`src/rtl/count_seg_scan.sv`:
```
// Four-slot multiplexed seven-segment driver for the up/down counter pair, with an anode guard interval and a frame strobe.
// Build option: define SEG_BCD_EN to show decimal units/tens; otherwise hex units with blank tens slots.
module count_seg_scan #(
  parameter int unsigned REFRESH_DIV = 50000,
  parameter int unsigned GUARD       = 16,
  parameter bit          ACTIVE_LOW  = 1'b1
) (
  input  logic       clk,
  input  logic       reset,
  input  logic [3:0] up_count,
  input  logic [3:0] down_count,
  input  logic       freeze,
  output logic [6:0] seg,
  output logic [3:0] an,
  output logic [1:0] digit_sel,
  output logic       frame_tick
);

  localparam int unsigned   DW       = (REFRESH_DIV > 1) ? $clog2(REFRESH_DIV) : 1;
  localparam logic [DW-1:0] DIV_LAST = DW'(REFRESH_DIV - 1);
  localparam logic [6:0]    SEG_OFF  = ACTIVE_LOW ? 7'h7F : 7'h00;
  localparam logic [3:0]    AN_OFF   = ACTIVE_LOW ? 4'hF : 4'h0;

  typedef enum logic [1:0] {S0, S1, S2, S3} slot_t;

  slot_t         slot, slot_nxt;
  logic [DW-1:0] div_cnt, div_nxt;
  logic          wrap;
  logic [3:0]    snap_up, snap_dn;
  logic [6:0]    seg_nxt;
  logic [3:0]    an_nxt;
  logic          ft_nxt;

  function automatic logic [6:0] hex7(input logic [3:0] v);
    case (v)
      4'h0: hex7 = 7'h3F;  4'h1: hex7 = 7'h06;  4'h2: hex7 = 7'h5B;  4'h3: hex7 = 7'h4F;
      4'h4: hex7 = 7'h66;  4'h5: hex7 = 7'h6D;  4'h6: hex7 = 7'h7D;  4'h7: hex7 = 7'h07;
      4'h8: hex7 = 7'h7F;  4'h9: hex7 = 7'h6F;  4'hA: hex7 = 7'h77;  4'hB: hex7 = 7'h7C;
      4'hC: hex7 = 7'h39;  4'hD: hex7 = 7'h5E;  4'hE: hex7 = 7'h79;  default: hex7 = 7'h71;
    endcase
  endfunction

  // Freeze sampled on the same edge as the data, so a freeze rise keeps the old value.
  always_ff @(posedge clk or posedge reset) begin
    if (reset) begin
      snap_up <= '0;
      snap_dn <= '1;
    end else if (!freeze) begin
      snap_up <= up_count;
      snap_dn <= down_count;
    end
  end

  always_ff @(posedge clk or posedge reset) begin
    if (reset) begin
      div_cnt <= '0;
      slot    <= S0;
    end else begin
      div_cnt <= div_nxt;
      slot    <= slot_nxt;
    end
  end

  always_comb begin
    wrap     = (div_cnt == DIV_LAST);
    div_nxt  = wrap ? '0 : div_cnt + 1'b1;
    slot_nxt = slot;
    if (wrap) begin
      case (slot)
        S0:      slot_nxt = S1;
        S1:      slot_nxt = S2;
        S2:      slot_nxt = S3;
        default: slot_nxt = S0;
      endcase
    end
  end

`ifdef SEG_BCD_EN
  logic       up_ge10, dn_ge10;
  logic [3:0] up_units, dn_units;
  always_comb begin
    up_ge10  = (snap_up >= 4'd10);
    dn_ge10  = (snap_dn >= 4'd10);
    up_units = up_ge10 ? snap_up - 4'd10 : snap_up;
    dn_units = dn_ge10 ? snap_dn - 4'd10 : snap_dn;
  end
`endif

  always_comb begin
    seg_nxt = '0;
    an_nxt  = '0;
    case (slot)
`ifdef SEG_BCD_EN
      S0:      seg_nxt = hex7(up_units);
      S1:      seg_nxt = up_ge10 ? hex7(4'd1) : '0;
      S2:      seg_nxt = hex7(dn_units);
      default: seg_nxt = dn_ge10 ? hex7(4'd1) : '0;
`else
      S0:      seg_nxt = hex7(snap_up);
      S2:      seg_nxt = hex7(snap_dn);
      default: seg_nxt = '0;
`endif
    endcase
    if (32'(div_cnt) >= GUARD) begin
      case (slot)
        S0:      an_nxt = 4'b0001;
        S1:      an_nxt = 4'b0010;
        S2:      an_nxt = 4'b0100;
        default: an_nxt = 4'b1000;
      endcase
    end
    ft_nxt = wrap && (slot == S3);
  end

  always_ff @(posedge clk or posedge reset) begin
    if (reset) begin
      seg        <= SEG_OFF;
      an         <= AN_OFF;
      digit_sel  <= '0;
      frame_tick <= 1'b0;
    end else begin
      seg        <= seg_nxt ^ {7{ACTIVE_LOW}};
      an         <= an_nxt ^ {4{ACTIVE_LOW}};
      digit_sel  <= slot;
      frame_tick <= ft_nxt;
    end
  end

endmodule

```
`config.mk`:
```
export PLATFORM = sky130hd
export DESIGN_NAME = count_seg_scan
export DESIGN_NICKNAME = d
export VERILOG_FILES = /design/src/rtl/count_seg_scan.sv
export SDC_FILE = /design/constraint.sdc
export NUM_CORES = 1
export LEC_CHECK = 0
export ABC_AREA = 0
export CORE_MARGIN = 5
export CORE_UTILIZATION = 40
export CTS_CLUSTER_SIZE = 30
export DETAILED_ROUTE_END_ITERATION = 7
export MAX_ROUTING_LAYER = met4
export PLACE_DENSITY = 0.61
export SYNTH_ARGS = -nofsm -noshare
export SYNTH_HDL_FRONTEND = slang
export SYNTH_SLANG_ARGS = --single-unit
```
`constraint.sdc`:
```
create_clock -name clk -period 3.1 [get_ports clk]
set_input_delay 0.62 -clock clk [delete_from_list [all_inputs] [get_ports clk]]
set_output_delay 0.62 -clock clk [all_outputs]
set_load 0.02 [all_outputs]
```
==> flow_summary.ini <==
[critical_path]
path_class = flip-flop to flip-flop
worstReg2RegStart = div_cnt[12]
arrival_ns = 2.23
reg2reg_slack_ns = 1.04
crit_path_max_fanout = 8
slowest_delay_ns = 0.49
crit_path_top_delay_cell = nor4_4
crit_family = simple AND/OR/NAND/NOR gates
reg2reg_depth = 5
end_kind = flip-flop
startpoint_type = flip-flop
r2r-end = slot[1]
worst-path-stages = 5
required_ns = 3.27
worstPathCellList = nor4_1 > nand2_1 > nor4_4 > buf_4 > mux2_1
critPathBufInv = 1

[logic_synthesis]
synth-edff-count = 0
synth_nets = 234
async_reset_ff_share_pct = 100
syn_area_per_cell_um2 = 10.7
synthesis.area_um2 = 2180
ys_types = 38
ys_seq_elements = 40
yosysWarnings = 0
yosys_most_used_dff = dfrtp_1
seq_area_frac_synth_pct = 46.9
syn_inst = 204

[clocking]
cts_inserted_buffers = 5
clockBufferDepth = 2
clk-insertion-delay-late_ns = 0.29
post_cts_resized = 0
clk_pin_slew_ns = 0.07
cts_hold_buffers = 0
clock-sinks = 40
cts_tree = done
cts_setup_buffers = 0
clock-root-buffer = clkbuf_8
htreeDepth = 2

[timing]
max_freq_ghz = 0.487
clock_skew_ns = 0.0126
rsz0062_at_grt = false
fin_crit_sh_pct = 66.3
drv_slew = 0
slew_headroom_pct = 67.4
worst_pin_slew_ns = 0.489
setup_violations = 0
finalSetupTns_ns = 0
finalCriticalPeriod_ns = 2.06
finalHoldViolCount = 0

[min_path]
min_path_cells = 0
hold_start = slot[0]
min_to = digit_sel[0]
hold_path_class = flip-flop to flip-flop

[drt]
wl_um = 3850
drc_errors = 0
firstDrtPassIters = 4
detailroute.via_count = 1501
wl_per_cell_um = 12.9
viasPerCell = 5.02
drt_iter0_markers = 95
antenna_left = 0

[floorplan]
die_w_um = 83.8
die-area_um2 = 7010
ios = 25
row_count = 26
core_region_area_um2 = 5200
start_util_pct = 41.8
die_h_um = 83.8

[global_routing]
antenna_found_initial = 0
track_usage_pct = 12.3
grt_pass1_wl_um = 6890
grt-ovfl-total = 0
grt_max_degree = 41
grt_pass1_vias = 1499

[flow_run]
drv_cap = 0

[power_and_ir_drop]
leakagePower_nw = 1.15
pwr_density_cell_nw_per_um2 = 442
total_power_mw = 1.13
vdd_ir_drop_max_mv = 0.195

[final_layout]
fin_nets = 258
antenna_cells = 0
final_util_pct = 49.2
final_cell_area_um2 = 2560
drive_gt1_share_pct = 16.6
syn_to_final_growth_pct = 17.8

[placement]
placedInstanceArea_um2 = 2470
dpl.hpwl_um = 2840
io_buffers = 24
place_congestion = 0.817

[run_status]
outcome = completed
## synth_stat cells, types with 2 or more instances
| master | number | share of area (%) |
|---|---|---|
| mux2i_1 | 3 | 1.4 |
| nand2_1 | 16 | 2.8 |
| a21oi_1 | 8 | 1.8 |
| nand4_1 | 4 | 1.1 |
| nor3_1 | 5 | 1.1 |
| dfrtp_1 | 25 | 29 |
| or3_1 | 2 | 0.57 |
| buf_6 | 2 | 1.0 |
| inv_1 | 14 | 2.4 |
| nand3_1 | 8 | 1.8 |
| nor2_1 | 17 | 2.9 |
| nand2b_1 | 3 | 0.86 |
| o31ai_1 | 3 | 1.0 |
| nor4_1 | 3 | 0.86 |
| dfstp_2 | 15 | 18 |
| clkbuf_1 | 6 | 1.0 |
| xor2_1 | 3 | 1.2 |
| ha_1 | 19 | 11 |
| a31oi_1 | 3 | 0.86 |
| a22oi_1 | 4 | 1.4 |
| nor2b_1 | 4 | 1.1 |
| xnor2_1 | 11 | 4.4 |
| mux2_2 | 11 | 5.7 |
## per-stage QoR
step	worst slack (ns)	hold slack [ns]	instances
after floorplan	1.52	0.405	204
after global placement	1.06	0.425	291
after detailed placement	1.04	0.437	291
after CTS	1.03	0.453	299
after global routing	0.891	0.479	299
final	1.04	0.451	299
## worst max path at each step
stage                start      end  slack (ns)
5_1_grt         div_cnt[0]  slot[1]        0.89
4_1_cts        div_cnt[12]  slot[1]        1.03
3_5_place_dp   div_cnt[12]  slot[1]        1.04
3_3_place_gp   div_cnt[12]  slot[1]        1.06
2_1_floorplan  div_cnt[12]  slot[1]        1.52
6_report       div_cnt[12]  slot[1]        1.04
## placed cells by master, fill, tap and decap left out, types with 11 or more instances in the layout
cell type and n:
clkdlybuf4s50_1 24, dfrtp_1 25, dfstp_2 15, ha_1 19
inv_1 14, mux2_2 11, nand2_1 16, nor2_1 17
xnor2_1 11
## sequential cells by signal (all words and copies together) (netlist names)
register    count
snap_dn         4
frame_tick      1
snap_up         4
slot            2
seg             7
an              4
div_cnt        16
digit_sel       2
## cell type report
type,count,area (um^2)
fillers,517,2640
multi-input cells,141,1050
flip-flops and latches,40,1020
repair buffers,26,255
well taps,70,87.6
clock buffers,6,82.6
inverters,14,52.6
clock inverters,2,10.0
## kinds of logic after synthesis
kind of cell	synth area share [%]
adders and majority gates	10.9
DFF	46.9
muxes	8.63
buffers and inverters	4.66
and+or+nand+nor	15.9
xor gates and xnor gates	5.64
AOI/OAI and AO/OA	7.36
## metal layers
metal / global-route usage (%) / vias to the layer above / wire [um]
li1: - / 748 / -
met1: 15.3 / 714 / 1820
met2: 19.6 / 32 / 1780
met3: 3.26 / 7 / 187
met4: 3.95 / 0 / 55
met5: - / - / 0
## power by group
part | leakage (nW) | switching, mW | internal, mW
registers | 0.483 | 0.0313 | 0.563
logic | 0.613 | 0.0884 | 0.0959
clock network | 0.0510 | 0.177 | 0.178
total | 1.15 | 0.297 | 0.836
No activity file was read; power rests on OpenSTA's default activity.
